[src/rtl/fta_bus_pkg.sv]
// FTA bus request/response types shared by the 128-to-32 bridge and its users.
// Also holds the bridge state encoding and the byte-lane-group helper.
package fta_bus_pkg;

  typedef enum logic [2:0] {
    SZ_NUL, SZ_BYT, SZ_WYDE, SZ_TETRA, SZ_PENTA, SZ_OCTA, SZ_HEXI, SZ_N96
  } fta_size_t;

  typedef struct packed {
    logic [7:0]   tid;
    logic [1:0]   om;
    logic [4:0]   cmd;
    fta_size_t    sz;
    logic [3:0]   cache;
    logic [7:0]   pl;
    logic [3:0]   pri;
    logic [3:0]   seg;
    logic         csr;
    logic [15:0]  asid;
    logic         cyc;
    logic         stb;
    logic         we;
    logic [15:0]  sel;
    logic [31:0]  vadr;
    logic [31:0]  padr;
    logic [127:0] data1;
  } fta_cmd_request128_t;

  typedef struct packed {
    logic [7:0]   tid;
    logic [1:0]   om;
    logic [4:0]   cmd;
    fta_size_t    sz;
    logic [3:0]   cache;
    logic [7:0]   pl;
    logic [3:0]   pri;
    logic [3:0]   seg;
    logic         csr;
    logic [15:0]  asid;
    logic         cyc;
    logic         stb;
    logic         we;
    logic [3:0]   sel;
    logic [31:0]  vadr;
    logic [31:0]  padr;
    logic [31:0]  dat;
  } fta_cmd_request32_t;

  typedef struct packed {
    logic [7:0]   tid;
    logic         stall;
    logic         next;
    logic         ack;
    logic         rty;
    logic         err;
    logic [3:0]   pri;
    logic [31:0]  adr;
    logic [127:0] dat;
  } fta_cmd_response128_t;

  typedef struct packed {
    logic [7:0]   tid;
    logic         stall;
    logic         next;
    logic         ack;
    logic         rty;
    logic         err;
    logic [3:0]   pri;
    logic [31:0]  adr;
    logic [31:0]  dat;
  } fta_cmd_response32_t;

  typedef enum logic [1:0] {IDLE, ISSUE, WAIT, RESP} fta_bridge_state_t;

  // One bit per 32-bit word that has any byte selected.
  function automatic logic [3:0] fta_lane_mask4(input logic [15:0] sel128);
    logic [3:0] m;
    for (int i = 0; i < 4; i++) m[i] = |sel128[4*i +: 4];
    return m;
  endfunction

endpackage

[src/rtl/fta_lane_sequencer.sv]
// Holds the pending lane mask and presents the lowest pending lane.
// Advancing retires the current lane; o_last flags that it was the final one.
module fta_lane_sequencer (
  input  logic       clk_i,
  input  logic       rst_i,
  input  logic       i_load,
  input  logic [3:0] i_mask,
  input  logic       i_advance,
  output logic [1:0] o_idx,
  output logic       o_last
);
  logic [3:0] r_lanes;
  logic [3:0] w_rest;

  always_comb begin
    o_idx = 2'd0;
    for (int i = 3; i >= 0; i--) if (r_lanes[i]) o_idx = 2'(i);
    w_rest = r_lanes & ~(4'b0001 << o_idx);
    o_last = (w_rest == 4'b0000);
  end

  always_ff @(posedge clk_i) begin
    if (rst_i)          r_lanes <= 4'b0000;
    else if (i_load)    r_lanes <= i_mask;
    else if (i_advance) r_lanes <= w_rest;
  end
endmodule

[src/rtl/fta_bridge128to32_split.sv]
// Sequential 128-to-32 FTA down-converter: one narrow beat per active word,
// read data assembled into a single wide response with retry/timeout folding.
module fta_bridge128to32_split
  import fta_bus_pkg::*;
#(
  parameter int RTY_MAX      = 3,
  parameter int TMO_CYCLES   = 1023,
  parameter bit RD_REPLICATE = 1'b1
) (
  input  logic                 clk_i,
  input  logic                 rst_i,
  input  fta_cmd_request128_t  req128_i,
  output fta_cmd_response128_t resp128_o,
  output fta_cmd_request32_t   req32_o,
  input  fta_cmd_response32_t  resp32_i,
  output logic                 busy_o,
  output logic                 tmo_o
);
  localparam logic [15:0] TMO_LAST = 16'(TMO_CYCLES - 1);
  localparam logic [7:0]  RTY_LIM  = 8'(RTY_MAX);

  fta_bridge_state_t   r_state, w_state_n;
  fta_cmd_request128_t r_req;
  logic [127:0]        r_asm;
  logic                r_err, r_single;
  logic [7:0]          r_rty_cnt;
  logic [15:0]         r_tmo_cnt;

  logic [3:0] w_mask_in;
  logic [1:0] w_idx;
  logic       w_last, w_load, w_adv, w_enter, w_store, w_set_err, w_rty_inc;
  logic       w_active, w_tmo_hit, w_resp_any;
  logic [3:0] w_nib;
  logic       w_unused;

  assign w_mask_in  = fta_lane_mask4(req128_i.sel);
  assign w_active   = (r_state == ISSUE) || (r_state == WAIT);
  assign w_resp_any = resp32_i.err | resp32_i.ack | resp32_i.rty;
  assign w_tmo_hit  = (TMO_CYCLES != 0) && w_active && (r_tmo_cnt == TMO_LAST);
  // A real slave response in the same cycle beats the timeout.
  assign tmo_o      = w_tmo_hit && !((r_state == WAIT) && w_resp_any);
  assign busy_o     = (r_state != IDLE);
  assign w_nib      = r_req.sel[{w_idx, 2'b00} +: 4];
  assign w_unused   = ^{r_req.cyc, r_req.stb, resp32_i.tid, resp32_i.stall & 1'b0,
                        resp32_i.adr, resp32_i.rty & 1'b0};

  fta_lane_sequencer u_seq (
    .clk_i    (clk_i),
    .rst_i    (rst_i),
    .i_load   (w_load),
    .i_mask   (w_mask_in),
    .i_advance(w_adv),
    .o_idx    (w_idx),
    .o_last   (w_last)
  );

  always_comb begin
    w_state_n = r_state;
    w_load    = 1'b0;
    w_adv     = 1'b0;
    w_enter   = 1'b0;
    w_store   = 1'b0;
    w_set_err = 1'b0;
    w_rty_inc = 1'b0;
    unique case (r_state)
      IDLE: if (req128_i.cyc && req128_i.stb) begin
        w_load = 1'b1;
        if (w_mask_in == 4'b0000) begin
          w_set_err = 1'b1;
          w_state_n = RESP;
        end else begin
          w_enter   = 1'b1;
          w_state_n = ISSUE;
        end
      end
      ISSUE: begin
        if (tmo_o) begin
          w_set_err = 1'b1;
          w_state_n = RESP;
        end else if (!resp32_i.stall) w_state_n = WAIT;
      end
      WAIT: begin
        if (resp32_i.err) begin
          w_set_err = 1'b1;
          w_state_n = RESP;
        end else if (resp32_i.ack) begin
          w_store   = !r_req.we;
          w_adv     = 1'b1;
          w_enter   = !w_last;
          w_state_n = w_last ? RESP : ISSUE;
        end else if (resp32_i.rty) begin
          if (r_rty_cnt == RTY_LIM) begin
            w_set_err = 1'b1;
            w_state_n = RESP;
          end else begin
            w_rty_inc = 1'b1;
            w_enter   = 1'b1;
            w_state_n = ISSUE;
          end
        end else if (tmo_o) begin
          w_set_err = 1'b1;
          w_state_n = RESP;
        end
      end
      RESP:    w_state_n = IDLE;
      default: w_state_n = IDLE;
    endcase
  end

  always_ff @(posedge clk_i) begin
    if (rst_i) begin
      r_state   <= IDLE;
      r_req     <= '0;
      r_asm     <= '0;
      r_err     <= 1'b0;
      r_single  <= 1'b0;
      r_rty_cnt <= '0;
      r_tmo_cnt <= '0;
    end else begin
      r_state <= w_state_n;
      if (w_load) begin
        r_req     <= req128_i;
        r_asm     <= '0;
        r_err     <= 1'b0;
        r_single  <= $onehot(w_mask_in);
        r_rty_cnt <= '0;
      end
      if (w_set_err) r_err <= 1'b1;
      if (w_store) begin
        if (RD_REPLICATE && r_single) r_asm <= {4{resp32_i.dat}};
        else                          r_asm[{w_idx, 5'b00000} +: 32] <= resp32_i.dat;
      end
      if (w_adv)          r_rty_cnt <= '0;
      else if (w_rty_inc) r_rty_cnt <= r_rty_cnt + 8'd1;
      if (w_enter)        r_tmo_cnt <= '0;
      else if (w_active)  r_tmo_cnt <= r_tmo_cnt + 16'd1;
    end
  end

  always_comb begin
    req32_o   = '0;
    resp128_o = '0;
    if (w_active) begin
      req32_o.cyc   = 1'b1;
      req32_o.stb   = (r_state == ISSUE);
      req32_o.we    = r_req.we;
      req32_o.sel   = w_nib;
      req32_o.padr  = {r_req.padr[31:4], w_idx, 2'b00};
      req32_o.vadr  = {r_req.vadr[31:4], w_idx, 2'b00};
      req32_o.dat   = r_req.data1[{w_idx, 5'b00000} +: 32];
      req32_o.sz    = (w_nib == 4'hF) ? SZ_TETRA : r_req.sz;
      req32_o.tid   = r_req.tid;
      req32_o.om    = r_req.om;
      req32_o.cmd   = r_req.cmd;
      req32_o.pl    = r_req.pl;
      req32_o.pri   = r_req.pri;
      req32_o.cache = r_req.cache;
      req32_o.asid  = r_req.asid;
      req32_o.seg   = r_req.seg;
      req32_o.csr   = r_req.csr;
    end
    if (busy_o) begin
      resp128_o.stall = 1'b1;
      resp128_o.next  = resp32_i.next;
      resp128_o.pri   = resp32_i.pri;
    end
    if (r_state == RESP) begin
      resp128_o.ack = !r_err;
      resp128_o.err = r_err;
      resp128_o.tid = r_req.tid;
      resp128_o.adr = r_req.padr;
      resp128_o.dat = r_asm;
    end
  end
endmodule
[config.mk]
export PLATFORM = sky130hd
export DESIGN_NAME = fta_bridge128to32_split
export DESIGN_NICKNAME = d
export VERILOG_FILES = /design/src/rtl/fta_bus_pkg.sv /design/src/rtl/fta_lane_sequencer.sv /design/src/rtl/fta_bridge128to32_split.sv
export SDC_FILE = /design/constraint.sdc
export NUM_CORES = 1
export LEC_CHECK = 0
export BUFFER_PORTS_ARGS = -buffer_cell sky130_fd_sc_hd__buf_4
export CAP_MARGIN = 20
export CORE_ASPECT_RATIO = 1.25
export CORE_UTILIZATION = 26
export CTS_CLUSTER_SIZE = 20
export DETAILED_ROUTE_END_ITERATION = 12
export PLACE_DENSITY_LB_ADDON = 0.1
export SETUP_SLACK_MARGIN = 0.1
export SYNTH_ARGS = -nofsm -noshare
export SYNTH_HDL_FRONTEND = slang
export SYNTH_SLANG_ARGS = --single-unit
[constraint.sdc]
create_clock -name clk_i -period 3.38 [get_ports clk_i]
set_input_delay 0.169 -clock clk_i [delete_from_list [all_inputs] [get_ports clk_i]]
set_output_delay 0.169 -clock clk_i [all_outputs]
set_load 0.05 [all_outputs]
==> flow_summary_export.csv <==
group,metric,value,unit
sta,setup_tns,0,ps
pwr,power_density,464,nW/um^2
global_routing,overflow,0,
worst_setup_path,r2r-end,"r_asm[115]",
synth,ys.flop_type,"dfxtp_1",
worst_setup_path,reg2reg_depth,10,
sta,worstMarginPinSlew,875,ps
synth,synth_area,18400,um^2
global_routing,grt_antenna_before_repair,11,
final_layout,drive_gt1_share,26.2,%
global_routing,grt_max_degree,158,
route,drcViolationCount,0,
worst_setup_path,r2r_setup_slack,620,ps
route,antenna_left,0,
synth,ys_ff_latch,420,
die,die_h,299,um
clock_network,cts_made_buffers,49,
route,drt_iter0_drc,906,
synth,avgSynthCellArea,8.24,um^2
worst_setup_path,rr_startpoint,"u_seq.r_lanes[1]",
sta,fin_crit,3060,ps
route,dr.pass1.iters,5,
sta,setup_violations,0,
worst_setup_path,arrival,2890,ps
die,die-area,71900,um^2
synth,ys_seq_area_share,45.7,%
die,coreArea,69700,um^2
sta,fin_crit_sh,90.6,%
clock_network,cts-root-buf,"clkbuf_16",
sta,max_clock_freq,0.327,GHz
worst_setup_path,cp-start-kind,"flop",
clock_network,clock-sinks,420,
sta,final_hold_viol_count,0,
sta,fin_ws,318,ps
pwr,cellLeakagePower,0.0119,uW
die,ioPinCount,686,
worst_setup_path,crit_required,3210,ps
clock_network,postCtsSetupRepairBufs,0,
worst_hold_path,min_path_type,"in -> reg",
job,drv_cap,0,
clock_network,clk_pin_slew,60,ps
final_layout,areaGrowthSynthToFinish,56.0,%
global_routing,grt_usage,19.2,%
sta,clock_skew,15.2,ps
worst_hold_path,hold_depth,2,
route,wire_per_inst,17.8,um
placement,io_buffer_count,636,
worst_setup_path,cp-startpoint,"u_seq.r_lanes[1]",
clock_network,htreeDepth,2,
synth,postSynthCellCount,2234,
placement,place_ws,550,ps
global_routing,grt_pass1_wl,109,mm
final_layout,final_cells,4049,
sta,rsz0062_at_grt,"false",
sta,hold-worst-slack,77.9,ps
pwr,peakVddDrop,0.383,mV
route,drt-vias-per-instance,4.62,
sta,drv_slew,0,
synth,synth_warnings,0,
outcome,run_status,"completed",
die,die_w,240,um
final_layout,final_cell_mix,"buf_4 (657), nand2_1 (537), dfxtp_1 (420), and2_1 (316), dlygate4sd3_1 (293)",
final_layout,layout_commonest_cell,"buf_4",
synth,synth_edf_count,0,
clock_network,clockBufferDepth,3,
die,initial_core_util,26.4,%
route,routed_wl,72.2,mm
placement,hpwlAfterDp,49.5,mm
clock_network,clk_latency,580,ps
worst_setup_path,cp-end-kind,"primary output",
die,rows,108,
synth,async_flop_share,0,%
sta,max_slew_margin,41.7,%
route,vias,18700,
placement,placed_cells,3655,
final_layout,final_area,28700,um^2
worst_setup_path,worstPathMaxFanout,34,
synth,synth.distinct_cells,59,
clock_network,cts_tree,"yes",
placement,placed_area,24000,um^2
worst_hold_path,hold_end,"r_asm[100]",
global_routing,grt_pass1_vias,18600,
worst_setup_path,setup.worst_path.class,"reg -> out",
worst_hold_path,hp-start,"rst_i",
placement,place_congestion,0.775,
final_layout,fin_nets,3432,
-- timing repair --
action	4_1_cts	5_1_grt
endpoints found under the hold margin	391	0
gates resized for setup	2	2
hold buffers	293	0
setup endpoints to repair	3	3
-- worst max-delay path, stage by stage, from the launching register on --
cell and delay (ps):
dfxtp_1 430, inv_1 130, a21oi_4 390, buf_12 330, mux4_2 540, and2_1 220
buf_4 210
-- Yosys cell counts, types with 2 or more instances --
| master | number | area share (%) |
|---|---|---|
| nand3_1 | 7 | 0.19 |
| nand4_1 | 7 | 0.24 |
| clkbuf_1 | 134 | 2.7 |
| or3_1 | 2 | 0.068 |
| a21o_1 | 2 | 0.082 |
| buf_6 | 9 | 0.55 |
| dfxtp_1 | 420 | 46 |
| buf_2 | 27 | 0.73 |
| o21a_1 | 2 | 0.082 |
| nor2_1 | 170 | 3.5 |
| a32oi_1 | 64 | 3.0 |
| mux4_1 | 3 | 0.43 |
| a221oi_1 | 2 | 0.095 |
| xnor2_1 | 6 | 0.29 |
| nor4_2 | 2 | 0.14 |
| inv_1 | 15 | 0.31 |
| a41o_4 | 2 | 0.23 |
| a21boi_0 | 3 | 0.12 |
| o21ai_0 | 6 | 0.16 |
| o31ai_1 | 2 | 0.082 |
| nor4_1 | 3 | 0.10 |
| mux4_2 | 33 | 4.0 |
| and2_1 | 316 | 11 |
| ha_1 | 18 | 1.2 |
| buf_1 | 7 | 0.14 |
| nor3_1 | 6 | 0.16 |
| xor2_1 | 9 | 0.43 |
| nand3b_1 | 6 | 0.24 |
| a211oi_1 | 4 | 0.16 |
| buf_4 | 12 | 0.49 |
| or2_2 | 5 | 0.17 |
| nand2_1 | 537 | 11 |
| nand2b_1 | 7 | 0.24 |
| a22oi_1 | 64 | 2.6 |
| a21oi_1 | 280 | 7.6 |
| nor2b_1 | 6 | 0.20 |
| a31oi_1 | 5 | 0.17 |
| and3_1 | 10 | 0.34 |
-- cell families (layout without fill, tap and decap cells) --
| family | Yosys count | after routing | synth area share, % |
|---|---|---|---|
| buffers and inverters | 207 | 1072 | 5.15 |
| XOR/XNOR | 15 | 15 | 0.714 |
| other | 1 | 16 | 0.0204 |
| flip-flops | 420 | 420 | 45.7 |
| AO/OA/AOI/OAI | 446 | 446 | 15.0 |
| multiplexers | 36 | 36 | 4.47 |
| adder cells (fa/ha/maj) | 19 | 19 | 1.33 |
| AND/OR/NAND/NOR | 1090 | 1090 | 27.6 |
-- layout make-up --
cell class                      count  area [um^2]
Clock buffer                       76         1510
Fill cell                        7223        41000
Inverter                           16         65.1
Multi-Input combinational cell   1611         9140
Sequential cell                   420         8410
Timing Repair Buffer              966         8180
Tap cell                          935         1170
Clock inverter                     14          201
Antenna cell                       11         27.5
-- layer usage --
metal	GRT usage (%)	part of all wire [%]	vias to the layer above
met5	0	0.035	-
met4	5.76	2.6	4
met3	4.24	5.8	106
met2	34.0	50	516
met1	23.0	41	8967
li1	-	-	9099
-- how the worst max path moves through the flow --
stage                    to  cells after the start
2_1_floorplan  req32_o[141]                      5
3_3_place_gp   req32_o[141]                      7
3_5_place_dp   req32_o[140]                      7
4_1_cts        req32_o[140]                      7
5_1_grt          req32_o[0]                      6
6_report         req32_o[3]                      6
-- sequential cells by signal, indices dropped and copies added, names as in the netlist --
register,cells
r_asm,128
r_rty_cnt,8
r_req,260
r_err,1
u_seq.r_lanes,4
r_single,1
r_state,2
r_tmo_cnt,16
-- power by group --
| part | leakage (uW) | total [uW] | switching [uW] | internal (uW) |
|---|---|---|---|---|
| logic | 0.00763 | 2400 | 1410 | 984 |
| registers | 0.00341 | 5290 | 123 | 5160 |
| clock network | 0.000845 | 5630 | 2190 | 3440 |
-- per-stage QoR --
step,util (%),power (uW)
detailed placement,34.4,7530
floorplan,-,6660
global route,41.2,13900
CTS,41.1,13600
global placement,34.4,7510
finish,41.2,13300
No activity file was read; power rests on OpenSTA's default activity.
